==> src/rtl/alarm_panel_pkg.sv <==
// alarm_panel_pkg
// Shared definitions for the alarm-setting panel: edit-state enum, field
// widths, wrap limits and the wrap-around increment helpers.
package alarm_panel_pkg;

  localparam int HR_MAX  = 23;
  localparam int MIN_MAX = 59;
  localparam int HR_W    = 5;
  localparam int MIN_W   = 6;

  typedef enum logic [1:0] {
    RUN     = 2'd0,
    SET_HR  = 2'd1,
    SET_MIN = 2'd2
  } panel_state_t;

  // Hour +1 with 23 -> 0 wrap.
  function automatic logic [HR_W-1:0] next_hr(input logic [HR_W-1:0] hr);
    return (hr == HR_W'(HR_MAX)) ? '0 : hr + 1'b1;
  endfunction

  // Minute +1 with 59 -> 0 wrap.
  function automatic logic [MIN_W-1:0] next_min(input logic [MIN_W-1:0] mn);
    return (mn == MIN_W'(MIN_MAX)) ? '0 : mn + 1'b1;
  endfunction

endpackage

==> src/rtl/alarm_set_panel_btn_debounce.sv <==
// btn_debounce
// Conditions one raw push-button: 2-flop synchronizer, counting debouncer
// and a one-cycle press pulse on the debounced rising edge.
// Ports:
//   clk    - system clock, rising edge
//   rst    - asynchronous active-high reset
//   btn    - raw asynchronous button input, 1 = pressed
//   level  - debounced button level
//   press  - one-cycle pulse, asserted in the same cycle level first reads 1
module btn_debounce #(
  parameter int DEBOUNCE_CYC = 2_000_000
) (
  input  logic clk,
  input  logic rst,
  input  logic btn,
  output logic level,
  output logic press
);

  localparam int CNT_W = (DEBOUNCE_CYC > 1) ? $clog2(DEBOUNCE_CYC) : 1;

  logic [1:0]       sync_q;
  logic             synced;
  logic [CNT_W-1:0] cnt;

  assign synced = sync_q[1];

  // Two-stage synchronizer; nothing downstream looks at the raw pin.
  always_ff @(posedge clk or posedge rst) begin
    if (rst) begin
      sync_q <= '0;
    end else begin
      sync_q <= {sync_q[0], btn};
    end
  end

  // The counter only runs while the synchronized input disagrees with the
  // debounced level; any agreement restarts it. The press pulse is raised on
  // the same edge that flips the level high, so it needs no extra edge flop.
  always_ff @(posedge clk or posedge rst) begin
    if (rst) begin
      cnt   <= '0;
      level <= 1'b0;
      press <= 1'b0;
    end else begin
      press <= 1'b0;
      if (synced != level) begin
        if (cnt == CNT_W'(DEBOUNCE_CYC - 1)) begin
          cnt   <= '0;
          level <= synced;
          press <= synced;
        end else begin
          cnt <= cnt + 1'b1;
        end
      end else begin
        cnt <= '0;
      end
    end
  end

endmodule

==> src/rtl/alarm_set_panel.sv <==
// alarm_set_panel
// Two-button alarm time editor. Mode cycles RUN -> SET_HR -> SET_MIN -> RUN,
// inc bumps the field being edited. Edits live in shadow registers and are
// committed to alarm_hr/alarm_min only when leaving SET_MIN, so the alarm
// comparator never sees half-edited values.
// Optional feature: define BTN_AUTOREPEAT_EN to repeat increments every
// REPEAT_CYC cycles while inc is held in an edit state.
// Ports:
//   clk, rst      - clock (rising edge) and async active-high reset
//   btn_mode      - raw mode button
//   btn_inc       - raw increment button
//   alarm_hr      - committed alarm hour 0..23
//   alarm_min     - committed alarm minute 0..59
//   edit_hr       - high in SET_HR
//   edit_min      - high in SET_MIN
//   shadow_val    - value under edit, zero-extended, 0 in RUN
//   alarm_commit  - one-cycle pulse after a commit
module alarm_set_panel
  import alarm_panel_pkg::*;
#(
  parameter int DEBOUNCE_CYC = 2_000_000,
  parameter int REPEAT_CYC   = 20_000_000
) (
  input  logic             clk,
  input  logic             rst,
  input  logic             btn_mode,
  input  logic             btn_inc,
  output logic [HR_W-1:0]  alarm_hr,
  output logic [MIN_W-1:0] alarm_min,
  output logic             edit_hr,
  output logic             edit_min,
  output logic [MIN_W-1:0] shadow_val,
  output logic             alarm_commit
);

  panel_state_t     state, state_n;
  logic [HR_W-1:0]  shadow_hr, shadow_hr_n, alarm_hr_n;
  logic [MIN_W-1:0] shadow_min, shadow_min_n, alarm_min_n;
  logic             commit_n;

  logic mode_level, mode_press;
  logic inc_level, inc_press;
  logic inc_rep;
  logic inc_event;
  logic unused_mode_level;

  assign unused_mode_level = mode_level;

  btn_debounce #(.DEBOUNCE_CYC(DEBOUNCE_CYC)) u_mode_btn (
    .clk   (clk),
    .rst   (rst),
    .btn   (btn_mode),
    .level (mode_level),
    .press (mode_press)
  );

  btn_debounce #(.DEBOUNCE_CYC(DEBOUNCE_CYC)) u_inc_btn (
    .clk   (clk),
    .rst   (rst),
    .btn   (btn_inc),
    .level (inc_level),
    .press (inc_press)
  );

`ifdef BTN_AUTOREPEAT_EN
  localparam int REP_W = $clog2(REPEAT_CYC + 1);

  logic [REP_W-1:0] rep_cnt;
  logic             editing;

  assign editing = (state != RUN);
  assign inc_rep = editing && inc_level && !inc_press &&
                   (rep_cnt == REP_W'(REPEAT_CYC - 1));

  // Repeat timer restarts on every press or repeat so repeats land at
  // press+REPEAT_CYC, +2*REPEAT_CYC, ...; release, RUN or a mode press
  // (state change) park it at zero.
  always_ff @(posedge clk or posedge rst) begin
    if (rst) begin
      rep_cnt <= '0;
    end else if (!editing || !inc_level || inc_press || mode_press || inc_rep) begin
      rep_cnt <= '0;
    end else begin
      rep_cnt <= rep_cnt + 1'b1;
    end
  end
`else
  localparam int unused_repeat_cyc = REPEAT_CYC;
  logic unused_inc_level;

  assign unused_inc_level = inc_level;
  assign inc_rep          = 1'b0;
`endif

  assign inc_event = inc_press | inc_rep;

  // Next-state/shadow computation. Mode has priority: an inc arriving in the
  // same cycle as a mode press is dropped.
  always_comb begin
    state_n      = state;
    shadow_hr_n  = shadow_hr;
    shadow_min_n = shadow_min;
    alarm_hr_n   = alarm_hr;
    alarm_min_n  = alarm_min;
    commit_n     = 1'b0;
    case (state)
      RUN: begin
        if (mode_press) begin
          state_n      = SET_HR;
          shadow_hr_n  = alarm_hr;
          shadow_min_n = alarm_min;
        end
      end
      SET_HR: begin
        if (mode_press) begin
          state_n = SET_MIN;
        end else if (inc_event) begin
          shadow_hr_n = next_hr(shadow_hr);
        end
      end
      SET_MIN: begin
        if (mode_press) begin
          state_n     = RUN;
          alarm_hr_n  = shadow_hr;
          alarm_min_n = shadow_min;
          commit_n    = 1'b1;
        end else if (inc_event) begin
          shadow_min_n = next_min(shadow_min);
        end
      end
      default: begin
        state_n = RUN;
      end
    endcase
  end

  // All outputs are registered from the next-state values so they describe
  // the state/shadow that the edge just produced.
  always_ff @(posedge clk or posedge rst) begin
    if (rst) begin
      state        <= RUN;
      shadow_hr    <= '0;
      shadow_min   <= '0;
      alarm_hr     <= '0;
      alarm_min    <= '0;
      alarm_commit <= 1'b0;
      edit_hr      <= 1'b0;
      edit_min     <= 1'b0;
      shadow_val   <= '0;
    end else begin
      state        <= state_n;
      shadow_hr    <= shadow_hr_n;
      shadow_min   <= shadow_min_n;
      alarm_hr     <= alarm_hr_n;
      alarm_min    <= alarm_min_n;
      alarm_commit <= commit_n;
      edit_hr      <= (state_n == SET_HR);
      edit_min     <= (state_n == SET_MIN);
      if (state_n == SET_HR) begin
        shadow_val <= MIN_W'(shadow_hr_n);
      end else if (state_n == SET_MIN) begin
        shadow_val <= shadow_min_n;
      end else begin
        shadow_val <= '0;
      end
    end
  end

endmodule

==> config.mk <==
export PLATFORM = sky130hd
export DESIGN_NAME = alarm_set_panel
export DESIGN_NICKNAME = d
export VERILOG_FILES = /design/src/rtl/alarm_panel_pkg.sv /design/src/rtl/alarm_set_panel_btn_debounce.sv /design/src/rtl/alarm_set_panel.sv
export SDC_FILE = /design/constraint.sdc
export NUM_CORES = 1
export LEC_CHECK = 0
export ABC_CLOCK_PERIOD_IN_PS = 4900
export CAP_MARGIN = 10
export CORE_ASPECT_RATIO = 0.75
export CORE_UTILIZATION = 50
export DETAILED_ROUTE_END_ITERATION = 8
export PLACE_DENSITY_LB_ADDON = 0.08
export SLEW_MARGIN = 20
export SYNTH_ARGS = -nofsm -noshare
export SYNTH_HDL_FRONTEND = slang
export SYNTH_SLANG_ARGS = --single-unit
==> constraint.sdc <==
create_clock -name clk -period 4.9 [get_ports clk]
set_input_delay 1.47 -clock clk [delete_from_list [all_inputs] [get_ports clk]]
set_output_delay 1.47 -clock clk [all_outputs]
set_load 0.01 [all_outputs]
==> flow_summary.ini <==
[worst_hold_path]
hp-class = reg -> reg
hold_depth = 0

[sta]
fin_skew_ns = 0.00673
timing_worst_slew_pin_value_ns = 0.912
clock.fmax_mhz = 362
hold_viol = 0
timing.setup.tns_ns = 0
fin_crit_sh_pct = 56.4
period_needed_ns = 2.77
rsz0062_at_grt = false
slew_headroom_pct = 39.2
slew_violations = 0
setup_violations = 0

[cells_and_area]
layout_common_cells = 83 x dfrtp_1, 34 x nor2_1, 33 x a21oi_1
diodes = 0
nets = 440
drive_gt1_share_pct = 11.4
final_common_cell = dfrtp_1
area_growth_pct = 14.1
final_area_sq_mm = 0.00483
fill_cells = 716

[clocking]
numCtsBuffers = 9
cts_tree = yes
clk_latency_ns = 0.33
clk_pin_slew_ns = 0.07
cts_sinks = 83
cts_resized = 0
cts-root-buf = clkbuf_16
htreeDepth = 3
cts_buffer_depth = 2
ctsHoldBuffers = 0
post-cts-setup-buffers = 0

[routing]
ant_nets = 0
wl_per_cell_microns = 16.1
drc_errors = 0
drt_wl_total_microns = 8750
num_vias = 3161
vias_per_cell = 5.83
drtPass1Iterations = 4
drt-initial-drc-count = 107

[worst_setup_path]
worst_ep_arrival_time_ns = 1.30
end_kind = output pin
path_class = reg -> out
cp_cell_sequence = clkdlybuf4s50_1
crit_required_ns = 3.43
worstSetupPathDepth = 1
cpMaxStageDelayCell = clkdlybuf4s50_1
cp_max_fo = 4
reg2reg_depth = 3
crit_path_start_kind = flop
slowest_delay_ns = 0.56
crit_buf_inv = 1
cpLargestDelayFamily = buffers and inverters

[synthesis]
async_flop_share_pct = 100
synth_ff_type = dfrtp_1
synth.top_cell.area_share_pct = 49.1
syn_avg_cell_area_sq_um = 10.3
synth_area_sq_mm = 0.00423
synthDistinctLibCells = 58
synth-seq-cells = 83
ys_seq_area_share_pct = 49.1
syn_nets = 421
yosysWarnings = 0
synthCells = 413
synth.largest_area_cell = dfrtp_1
synth-edff-count = 0
ys_top_cells_by_area = dfrtp_1 49%, a21oi_1 3.9%, mux2_2 3.2%

[power]
ir_drop_uv = 221
power.static_leakage_nw = 2.02
p_per_area_mw_per_mm2 = 291

[floorplanning]
core_sq_mm = 0.00806
die_w_microns = 108
dieArea_sq_mm = 0.00884
rows = 28
start_util_pct = 52.5
io_pins = 24
die_h_microns = 81.7

[job]
drv_cap = 0

[placed_design]
placed_cell_area_sq_mm = 0.00453
portBuffers = 23
globalplace.congestion = 0.792
hpwl_microns = 5930

[global_routing]
grt_pass1_wl_microns = 14700
grt_pass1_vias = 2895
grt_overflow = 0
grt_max_degree = 50
antenna_found_initial = 0
grtUsageTotal_pct = 21.7

[status]
status = finished clean
metal layers:
layer | wire length [microns] | GRT usage [%] | up-vias | part of all wire (%)
met5 | 0 | 0 | - | 0
met4 | 83 | 6.22 | 0 | 0.95
met3 | 328 | 4.29 | 8 | 3.8
met2 | 3880 | 32.5 | 64 | 44
met1 | 4450 | 32.1 | 1535 | 51
li1 | - | - | 1554 | -
cell families after synthesis:
family / after synthesis / share of synthesized area [%]
compound gates: 90 / 13.3
xor+xnor: 26 / 5.38
fa+ha+maj: 4 / 1.18
buf+inv: 34 / 3.43
flops: 83 / 49.1
mux: 18 / 4.61
simple gates: 158 / 23.0
area by class of cell:
cell class | instances | area [sq um] | share of cell area (%)
flip-flops and latches | 83 | 2080 | 43.0
multi-input cells | 296 | 2010 | 41.6
repair buffers | 25 | 245 | 5.08
clock buffers | 9 | 225 | 4.66
well taps | 105 | 131 | 2.72
clock inverters | 7 | 76.3 | 1.58
inverters | 17 | 65.1 | 1.35
sequential cells by signal, summed over array words and instances (netlist names):
name	count
shadow_min	6
alarm_commit	1
alarm_hr	5
u_inc_btn.cnt	21
u_mode_btn.level	1
u_inc_btn.sync_q	2
shadow_hr	5
u_inc_btn.level	1
edit_min	1
u_mode_btn.cnt	21
edit_hr	1
shadow_val	6
u_inc_btn.press	1
alarm_min	6
u_mode_btn.sync_q	2
u_mode_btn.press	1
state	2
final timing paths:
path | from | end | slack, ns
worst min-delay path | u_mode_btn.sync_q[0] | u_mode_btn.sync_q[1] | 0.35
min in group asynchronous | rst | u_inc_btn.cnt[3] | 1.61
worst max register to register | state[0] | alarm_hr[2] | 2.49
worst min register to register | u_mode_btn.sync_q[0] | u_mode_btn.sync_q[1] | 0.35
worst max-delay path | alarm_hr[2] | alarm_hr[2] | 2.13
max in group asynchronous | rst | alarm_min[0] | 2.52
through the flow:
stage               power [W]  hold slack (ns)  setup slack, ns  util, %  cells
floorplan            0.000731            0.331             1.29        -    413
global placement     0.000741            0.336             2.12     56.2    526
detailed placement   0.000742            0.340             2.10     56.2    526
CTS                   0.00142            0.354             2.12     60.0    542
global route          0.00145            0.355             2.09     60.0    542
finish                0.00140            0.352             2.13     60.0    542
power by group:
group,switching (W),total (W),internal [W]
registers,0.00000544,0.000696,0.000691
clock network,0.000279,0.000677,0.000398
logic,0.0000227,0.0000312,0.00000853
synthesized netlist by cell type (all sizes together), types with 6 or more instances:
cell type  instances
mux2              12
buf               12
nor2              34
nand4             16
nand3             17
xor2              15
and4               9
dfrtp             83
inv               17
or4                7
mux2i              6
a21oi             34
or3               10
nand2             25
nand2b             6
o21ai             20
o31ai              9
xnor2             11
Note: power is estimated with default switching activity, not from simulation.
